## config.mk

```make
export PLATFORM = sky130hd
export DESIGN_NAME = mem_port_arbiter
export DESIGN_NICKNAME = d
export VERILOG_FILES = /design/src/rtl/mem_port_arbiter.sv
export SDC_FILE = /design/constraint.sdc
export NUM_CORES = 1
export LEC_CHECK = 0
export CAP_MARGIN = 10
export CORE_MARGIN = 2
export CORE_UTILIZATION = 46
export CTS_BUF_LIST = sky130_fd_sc_hd__clkbuf_4
export CTS_CLUSTER_SIZE = 30
export DETAILED_ROUTE_END_ITERATION = 7
export HOLD_SLACK_MARGIN = 0.15
export PLACE_DENSITY = 0.89
export SLEW_MARGIN = 20
export SYNTH_ARGS = -nofsm -noshare
export SYNTH_HDL_FRONTEND = slang
export SYNTH_SLANG_ARGS = --single-unit
export TNS_END_PERCENT = 50
```

## constraint.sdc

```tcl
create_clock -name clk -period 6.7 [get_ports clk]
set_clock_uncertainty 0.1 [all_clocks]
set_input_delay 1.34 -clock clk [delete_from_list [all_inputs] [get_ports clk]]
set_output_delay 1.34 -clock clk [all_outputs]
set_load 0.03 [all_outputs]
```

## src/rtl/mem_port_arbiter.sv

```systemverilog
// mem_port_arbiter: shares one fixed-latency memory between fetch and data.
// Optional fetch starvation guard enabled by macro ARB_STARVE_GUARD_EN.
module mem_port_arbiter #(
  parameter int AW     = 32,
  parameter int DW     = 32,
  parameter int LAT    = 2,
  parameter int STREAK = 4
) (
  input  logic          clk,
  input  logic          rst_n,
  input  logic          i_req,
  input  logic [AW-1:0] i_addr,
  output logic          i_ack,
  output logic [DW-1:0] i_rdata,
  input  logic          d_req,
  input  logic          d_we,
  input  logic [AW-1:0] d_addr,
  input  logic [DW-1:0] d_wdata,
  output logic          d_ack,
  output logic [DW-1:0] d_rdata,
  output logic          if_stall,
  output logic          mem_stall,
  output logic          mem_en,
  output logic          mem_we,
  output logic [AW-1:0] mem_addr,
  output logic [DW-1:0] mem_wdata,
  input  logic [DW-1:0] mem_rdata
);

  typedef enum logic [1:0] {
    IDLE,
    BUSY_I,
    BUSY_D
  } state_t;

  localparam logic [3:0] CNT_INIT = 4'(LAT - 1);

  state_t        r_state;
  state_t        w_next;
  logic [3:0]    r_cnt;
  logic          r_mem_en;
  logic          r_mem_we;
  logic [AW-1:0] r_mem_addr;
  logic [DW-1:0] r_mem_wdata;
  logic          r_i_ack;
  logic          r_d_ack;
  logic [DW-1:0] r_i_rdata;
  logic [DW-1:0] r_d_rdata;
  logic          w_grant_i;
  logic          w_grant_d;
  logic          w_done;
  logic          w_force_i;

`ifdef ARB_STARVE_GUARD_EN
  logic [3:0] r_streak;

  assign w_force_i = i_req && (r_streak == 4'(STREAK));

  // Count data grants that overtook a waiting fetch
  always_ff @(posedge clk or negedge rst_n) begin
    if (!rst_n) begin
      r_streak <= '0;
    end else if (w_grant_i) begin
      r_streak <= '0;
    end else if (w_grant_d) begin
      r_streak <= i_req ? r_streak + 4'd1 : 4'd0;
    end
  end
`else
  logic w_unused_streak;

  assign w_force_i       = 1'b0;
  assign w_unused_streak = |4'(STREAK);
`endif

  // Next state and grant decision
  always_comb begin
    w_next    = r_state;
    w_grant_i = 1'b0;
    w_grant_d = 1'b0;
    w_done    = 1'b0;
    unique case (r_state)
      IDLE: begin
        if (d_req && !w_force_i) begin
          w_grant_d = 1'b1;
          w_next    = BUSY_D;
        end else if (i_req) begin
          w_grant_i = 1'b1;
          w_next    = BUSY_I;
        end
      end
      BUSY_I, BUSY_D: begin
        if (r_cnt == 4'd0) begin
          w_done = 1'b1;
          w_next = IDLE;
        end
      end
      default: w_next = IDLE;
    endcase
  end

  // State register
  always_ff @(posedge clk or negedge rst_n) begin
    if (!rst_n) r_state <= IDLE;
    else        r_state <= w_next;
  end

  // Memory command, latency counter, acks and read data
  always_ff @(posedge clk or negedge rst_n) begin
    if (!rst_n) begin
      r_cnt       <= '0;
      r_mem_en    <= 1'b0;
      r_mem_we    <= 1'b0;
      r_mem_addr  <= '0;
      r_mem_wdata <= '0;
      r_i_ack     <= 1'b0;
      r_d_ack     <= 1'b0;
      r_i_rdata   <= '0;
      r_d_rdata   <= '0;
    end else begin
      r_i_ack <= 1'b0;
      r_d_ack <= 1'b0;
      if (w_grant_i) begin
        r_mem_en   <= 1'b1;
        r_mem_we   <= 1'b0;
        r_mem_addr <= i_addr;
        r_cnt      <= CNT_INIT;
      end else if (w_grant_d) begin
        r_mem_en    <= 1'b1;
        r_mem_we    <= d_we;
        r_mem_addr  <= d_addr;
        r_mem_wdata <= d_wdata;
        r_cnt       <= CNT_INIT;
      end else if (w_done) begin
        r_mem_en <= 1'b0;
        r_mem_we <= 1'b0;
        if (r_state == BUSY_I) begin
          r_i_ack   <= 1'b1;
          r_i_rdata <= mem_rdata;
        end else begin
          r_d_ack <= 1'b1;
          if (!r_mem_we) r_d_rdata <= mem_rdata;
        end
      end else if (r_cnt != 4'd0) begin
        r_cnt <= r_cnt - 4'd1;
      end
    end
  end

  assign i_ack     = r_i_ack;
  assign d_ack     = r_d_ack;
  assign i_rdata   = r_i_rdata;
  assign d_rdata   = r_d_rdata;
  assign mem_en    = r_mem_en;
  assign mem_we    = r_mem_we;
  assign mem_addr  = r_mem_addr;
  assign mem_wdata = r_mem_wdata;
  assign if_stall  = i_req & ~r_i_ack;
  assign mem_stall = d_req & ~r_d_ack;

endmodule

```

## Word-level counts from Yosys, hierarchy flattened

Index checks and enable logic that the tools add are counted.

- $add $sub $neg: 1
- Equal/unequal tests: 5
- Muxes and demuxes: 30
- Bitwise gates (word level): 8
- Reductions and logical operators: 12

Operators with widths:

| operator | number |
|---|---|
| 32-bit two-way mux | 2 |
| 1-bit two-way mux | 20 |
| 4-bit two-way mux | 4 |
| 2-bit two-way mux | 3 |
| 3-bit != test, second input constant | 2 |
| 1-bit NOT | 6 |
| 2-bit AND reduction | 3 |
| 3-bit nonzero test | 2 |
| 5-bit AND reduction | 1 |
| 4-bit logical NOT | 1 |
| 2-bit one-hot mux with 2 select lines | 1 |
| 4-bit AND reduction | 1 |
| 4-bit nonzero test | 1 |
| 4-bit by 1-bit subtractor with 4-bit output, second input constant | 1 |
| 1-bit bitwise AND | 2 |
| 2-bit by 1-bit == test with 1-bit output, second input constant | 1 |
| 2-bit == test, second input constant | 1 |
| 2-bit logical NOT | 1 |
| 2-bit != test, second input constant | 1 |
| 2-bit nonzero test | 1 |
| 2-bit OR reduction | 1 |

- Register bits: 138
- Logic and storage cells: 66

## Longest topological paths before layout

Gate-level depths: netlist of run 1.

- Depth in word-level cells: 6
- Gate-level depth with buffers: 7
- Gate-level depth less buffers: 5

## Worst setup path before layout of run 1

OpenSTA, ideal clock, no wires.

- Path kind: in2out
- Start: input d_req
- End: output mem_stall
- Arrival time: 2,381 ps
- Path slack: 2,879 ps
- Stages on the path: 3
- Path buffers: 2
- Cell sequence: clkbuf_1 clkbuf_1 nor2b_1

- Word-level cells in the longest chain between the ends: 1

RTL lines:

| element | line | source |
|---|---|---|
| start, declared | 15 | `input logic d_req,` |
| 1-bit bitwise AND | 159 | `assign mem_stall = d_req & ~r_d_ack;` |
| end, declared | 22 | `output logic mem_stall,` |

No other way between the ends.

## Final worst setup path of run 1

Ends and elaborated chain as after synthesis.

==> key figures, run 1 <==
Status
  – Status: completed

Worst setup path
  – CP max-delay cell: clkdlybuf4s50_1
  – Critical Path AT: between 3 and 4 ns
  – Worst Setup SP: d_req
  – Reg2Reg Setup Slack: 4.26 ns
  – RR Endpoint: d_rdata[27]$_DFFE_PN0P_
  – End point of the critical path: mem_stall
  – Startpoint Class: input pin
  – Most used cell, CP: clkdlybuf4s50_1
  – Largest stage delay on the critical path: between 0.6 and 0.7 ns
  – Path depth of the worst reg2reg path: 5
  – CP Class: in2out
  – Worst path cell trace: clkdlybuf4s50_1 > buf_4 > nor2b_1 > clkdlybuf4s50_1
  – Reg2reg start: r_state[0]$_DFFE_PN0P_
  – Worst Path Required: between 5 and 6 ns
  – Critical-path maximum fanout: 39
  – Worst Setup End Kind: primary output

Placed design
  – Pre-CTS setup slack: about 2.2 ns
  – Post-DP HPWL: between 10 and 15 mm
  – RD Place Congestion: just over 0.8
  – PortBufs: between 200 and 300

Clock network
  – TritonCTS clock tree: yes
  – CTS clk-pin slew, worst paths: roughly 0.11 ns
  – Setup Buffers After CTS: 0
  – Resized Gates After CTS: 0
  – Sink Count: around 140
  – Clock Path Buffers: 2
  – Clk root buf: clkbuf_4
  – # hold bufs at CTS: 0
  – TritonCTS Buffers: 17
  – H-Tree Depth: 4
  – Worst skew pair latency: between 0.5 and 0.6 ns

Flow run
  – Max-cap violations: 0

Drt
  – DR pass1 iterations: 4
  – Drt via density: around 5.3
  – Routed via count: between 4000 and 5000
  – Top Metal Used: met4
  – Wirelength, routed: ~15 mm
  – Antenna Nets Post-Route: 0
  – Routed length on met2: approximately 7.9 mm
  – DRC Markers: 0
  – Routed length per instance: around 19 µm
  – DRT met1 WL: roughly 5.8 mm
  – Initial DRC Count: 233
  – Met3 wire length: 1.14 mm

Synth
  – Synthesis-stage register bit count: around 140
  – Area contributors post-synth: dfrtp_1, mux2_2, a22o_1
  – Syn_nets: 501
  – Synthesized area: roughly 5700 µm²
  – Post-synth top area cell: dfrtp_1
  – Top-count cell post-synth: dfrtp_1
  – Yosys warns: 0
  – Post-synthesis cell count: between 300 and 400
  – Post-synth top area share: about three fifths
  – Synth Flop Type: dfrtp_1
  – Synth cell count leaders: dfrtp_1, mux2_2, a22o_1
  – Post-synth EDFFs: 0
  – Share of the yosys chip area belonging to registers: about three fifths
  – Syn avg cell area: 15.5 µm²
  – Post-synth cell types: 32
  – Async SR Flop Fraction: 100%

Global routing
  – First-pass GRT wire length: 23.3 mm
  – Largest net degree at the start of global routing: 75
  – Initial antenna violation count: 1
  – Number of global-route vias before repair: approximately 4500
  – Congestion Overflow GR: 0
  – GR Util All Layers: a little under a quarter

Floorplanning
  – Starting Density: a little under half
  – Boundary pin count: 267
  – Die height: ~110 µm
  – Core ar.: approximately 12000 µm²
  – Die footprint: 13200 µm²
  – Cell Rows: 40
  – Die Wd: between 100 and 150 µm

Final layout
  – Share of cells above drive strength 1: 21.8%
  – Number of fill cells in the layout: approximately 800
  – Fin nets: roughly 770
  – Layout Area Growth over Synthesis: 53.7%

STA
  – Endpoints failing setup: 0
  – RSZ-0062 raised after global routing: false
  – Actual slew at the worst max-slew pin: around 0.9 ns
  – Final worst path period need: between 4 and 5 ns
  – Fin. Hold Viols: 0
  – Period utilization: about two thirds
  – Setup ws final: 2.19 ns
  – Post-route setup TNS: 0 ns
  – Slew margin rel.: ~40%
  – Worst hold slack: approximately 0.4 ns
  – Final Max Slew Viols: 0
  – Max Fclk: 222 MHz

Power
  – VDD IR max: about 0.00028 V
  – PwrDens: approximately 510 nW/µm²
  – Leak: roughly 3.8 nW

Worst hold path
  – Hold Crit Class: reg2reg
  – Hold path depth: 2
## cell usage in the layout, fill, tap and decap left out, types with 3 or more instances in the layout
cell type,n
clkdlybuf4s50_1,265
dfrtp_1,138
mux2_2,66
a22o_1,64
mux2_4,30
clkbuf_4,17
buf_4,6
nand2_1,5
clkinvlp_4,5
inv_1,4
nor2b_1,4
nor2_1,3
ha_1,3
clkinv_4,3
clkinv_2,3
## how the worst min path moves through the flow
stage               slack [ns]                        to                      from
global route              0.43  mem_addr[11]$_DFFE_PN0P_  mem_addr[11]$_DFFE_PN0P_
CTS                       0.40        mem_en$_DFFE_PN0P_        mem_en$_DFFE_PN0P_
detailed placement        0.37        mem_en$_DFFE_PN0P_        mem_en$_DFFE_PN0P_
floorplan                 0.39    r_state[0]$_DFFE_PN0P_    r_state[0]$_DFFE_PN0P_
finish                    0.40        mem_en$_DFFE_PN0P_        mem_en$_DFFE_PN0P_
global placement          0.37        mem_en$_DFFE_PN0P_        mem_en$_DFFE_PN0P_
## power by group
part | switching, W | internal (W) | total (W)
clock | 0.000310 | 0.000220 | 0.000530
sequential | 0.000232 | 0.00123 | 0.00146
combinational | 0.00131 | 0.00117 | 0.00248
## layout make-up
cell class	count	area, µm²	area share (%)
Inverter	4	15.0	0.173
Timing Repair Buffer	272	2710	31.2
Multi-Input combinational cell	197	2040	23.5
Antenna cell	1	2.50	0.0288
Clock inverter	15	151	1.74
Sequential cell	138	3450	39.8
Tap cell	147	184	2.12
Clock buffer	17	128	1.47
## logic make-up after synthesis
family | synth area share, %
buf+inv | 3.06
xor+xnor | 0.155
compound gates | 10.9
simple gates | 2.86
flops | 61.1
mux | 21.3
fa+ha+maj | 0.664
## flip-flops by register name (all words and copies together) (netlist names)
| signal | cells |
|---|---|
| d_ack | 1 |
| d_rdata | 32 |
| i_ack | 1 |
| i_rdata | 32 |
| mem_addr | 32 |
| mem_en | 1 |
| mem_wdata | 32 |
| mem_we | 1 |
| r_cnt | 4 |
| r_state | 2 |
## per-layer routing
layer	up-vias	global-route usage, %
met5	-	0
met4	0	11.0
met3	37	6.91
met2	193	41.2
met1	2095	26.4
li1	1876	-
## through the flow
step           cells  utilization (%)  instance area (µm²)  power [W]
6_report         791             72.3                 8680    0.00447
5_1_grt          791             72.3                 8680    0.00468
4_1_cts          790             72.2                 8680    0.00450
3_5_place_dp     758             69.9                 8400    0.00396
3_3_place_gp     758             69.9                 8400    0.00387
2_1_floorplan    365                -                 5650    0.00289
## critical path, delay by kind of cell
family	cells	cell delay (ns)
buf+inv	3	1.50
simple gates	1	0.22
No activity file was read; power rests on OpenSTA's default activity.
==> run 2: changes to the inputs <==
--- a/config.mk
+++ b/config.mk
@@ -7,12 +7,12 @@
 export LEC_CHECK = 0
 export CAP_MARGIN = 10
 export CORE_MARGIN = 2
-export CORE_UTILIZATION = 46
+export CORE_UTILIZATION = 38
 export CTS_BUF_LIST = sky130_fd_sc_hd__clkbuf_4
 export CTS_CLUSTER_SIZE = 30
 export DETAILED_ROUTE_END_ITERATION = 7
 export HOLD_SLACK_MARGIN = 0.15
-export PLACE_DENSITY = 0.89
+export PLACE_DENSITY = 0.78
 export SLEW_MARGIN = 20
 export SYNTH_ARGS = -nofsm -noshare
 export SYNTH_HDL_FRONTEND = slang
==> constraint.sdc (replaced) <==
create_clock -name clk -period 3.8 [get_ports clk]
set_clock_uncertainty 0.1 [all_clocks]
set_input_delay 0.76 -clock clk [delete_from_list [all_inputs] [get_ports clk]]
set_output_delay 0.76 -clock clk [all_outputs]
set_load 0.03 [all_outputs]
==> run 2 against run 1 <==
  * Non-clock buffer count up 1
  * First-iteration DRC count decreased by 36%
  * Critical endpoint is now if_stall
  * Combinational power grew 75%
  * Wire length is 5.9% lower
  * Power increased by 76%
  * Utilization shrank 12 points
  * Largest power group unchanged
  * Global-route usage fell by 5.3 points
  * Die area rose by 20%
  * Register-to-register slack lost 2.9 ns
==> key figures, run 2 (synthesis results as in run 1) <==
Status
  – Status: completed

Drt
  – Antenna Nets Post-Route: 0 (unchanged)
  – Routed length per instance: 17.3 µm (-10%)
  – Drt via density: 4.97 (-6.4%)
  – Initial DRC Count: 150 (-36%)
  – DR pass1 iterations: 4 (unchanged)
  – DRC Markers: 0 (unchanged)
  – Wirelength, routed: 14.3 mm (-5.9%)
  – Routed via count: 4121 (-1.9%)

Clock network
  – Clk root buf: clkbuf_4
  – TritonCTS clock tree: yes
  – H-Tree Depth: 4 (unchanged)
  – Clock Path Buffers: 2 (unchanged)
  – Worst skew pair latency: 0.51 ns (-0.02 ns)
  – Sink Count: 138 (unchanged)
  – Setup Buffers After CTS: 0 (unchanged)
  – CTS clk-pin slew, worst paths: 0.10 ns (about the same)
  – TritonCTS Buffers: 17 (unchanged)

Global routing
  – Largest net degree at the start of global routing: 79 (+5.3%)
  – Initial antenna violation count: 1 (unchanged)
  – GR Util All Layers: 18.2% (-5.3 points)
  – Congestion Overflow GR: 0 (unchanged)
  – Number of global-route vias before repair: 4370 (-2.2%)
  – First-pass GRT wire length: 22.8 mm (-2.2%)

STA
  – Period utilization: about 82%
  – RSZ-0062 raised after global routing: false
  – Post-route setup TNS: 0 ns (unchanged)
  – Max Fclk: 323 MHz
  – Worst hold slack: 0.398 ns (-0.00116 ns)
  – Endpoints failing setup: 0 (unchanged)
  – Fin. Hold Viols: 0 (unchanged)
  – Final Max Slew Viols: 0 (unchanged)
  – Setup ws final: 0.700 ns (-1.49 ns)
  – Final worst path period need: ~3.1 ns
  – Slew margin rel.: 51.1% (+11 points)
  – Actual slew at the worst max-slew pin: 0.733 ns (-0.166 ns)

Worst setup path
  – CP Class: in2out
  – Worst path cell trace: clkdlybuf4s50_1 > nor2b_1 > clkdlybuf4s50_1
  – Startpoint Class: input pin
  – Most used cell, CP: clkdlybuf4s50_1
  – Reg2Reg Setup Slack: 1.39 ns (-2.87 ns)
  – Critical Path AT: 2.24 ns (-0.83 ns)
  – Worst Path Required: 2.94 ns (-2.32 ns)
  – Critical-path maximum fanout: 6 (-85%)
  – Worst Setup End Kind: primary output
  – Largest stage delay on the critical path: 0.71 ns (+0.02 ns)
  – CP max-delay cell: clkdlybuf4s50_1

Power
  – PwrDens: 899 nW/µm² (+75%)
  – Total Power: 0.00787 W (+76%)
  – Leak: 3.86 nW (+0.65%)
  – VDD IR max: 0.000399 V (+40%)

Final layout
  – Fin util: 60.3% (-12 points)
  – Layout Area Growth over Synthesis: 55.0%
  – Share of cells above drive strength 1: 21.4% (-0.34 points)
  – Leading cell type in the layout, fill and taps excluded: clkdlybuf4s50_1
  – Number of fill cells in the layout: 1128 (+41%)
  – Most frequent cells in the layout: clkdlybuf4s50_1, dfrtp_1, mux2_2
  – Fin nets: 767 (+0.13%)

Placed design
  – Pre-CTS setup slack: 0.689 ns (-1.53 ns)
  – RD Place Congestion: 0.745 (-9.8%)
  – PortBufs: 266 (unchanged)
  – Post-DP HPWL: 10.5 mm (-4.9%)

Flow run
  – Max-cap violations: 0 (unchanged)

Floorplanning
  – Starting Density: 38.9% (-8.2 points)
  – Core ar.: 14500 µm² (+21%)
  – Cell Rows: 44 (+10%)
  – Die Wd: 126 µm (+9.7%)
  – Die footprint: 15900 µm² (+20%)
  – Boundary pin count: 267 (unchanged)
  – Die height: 126 µm (+9.7%)

Worst hold path
  – Hold Crit Class: reg2reg
[run 2: final timing paths]
kind                                        startpoint                      end  depth (start not counted)
worst min register to register      mem_en$_DFFE_PN0P_       mem_en$_DFFE_PN0P_                          2
worst max-delay path                             i_req                 if_stall                          3
min in group asynchronous                        rst_n   d_rdata[7]$_DFFE_PN0P_                          2
worst min-delay path                mem_en$_DFFE_PN0P_       mem_en$_DFFE_PN0P_                          2
max in group asynchronous                        rst_n   i_rdata[8]$_DFFE_PN0P_                          3
worst max register to register  r_state[0]$_DFFE_PN0P_  d_rdata[23]$_DFFE_PN0P_                          5
[run 2: layout make-up]
class	count	area, µm²	share of cell area [%]
inverters	4	15.0	0.171
flip-flops and latches	138	3450	39.4
clock buffers	18	135	1.54
repair buffers	273	2730	31.2
clock inverters	14	153	1.74
multi-input cells	197	2040	23.3
diodes	1	2.50	0.0286
well taps	184	230	2.63
[run 2: per-stage QoR]
stage                     cell area [µm²]  instances
after floorplan                      5650        365
after global placement               8450        795
after detailed placement             8450        795
after CTS                            8750        828
after global routing                 8760        829
final                                8760        829
[run 2: what timing repair did]
action / 4_1_cts / 5_1_grt
hold endpoints to repair: 16 / 0
hold buffers: 1 / 0
gates resized for setup: 0 / 0
[run 2: report_power, final]
part,internal (W),leakage (nW),switching (W)
clock network,0.000455,0.153,0.000523
logic,0.00206,2.01,0.00227
registers,0.00217,1.69,0.000400
[run 2: per-layer routing]
layer,GRT usage (%),routed length (µm),vias to the layer above
met5,0,0,-
met4,6.27,215,0
met3,7.14,1220,19
met2,29.9,6970,178
met1,22.0,5920,2049
li1,-,-,1875
[run 2: critical path: cells and delay by family]
kind | cells | cell delay, ns
AND/OR/NAND/NOR | 1 | 0.18
buffers and inverters | 2 | 1.30
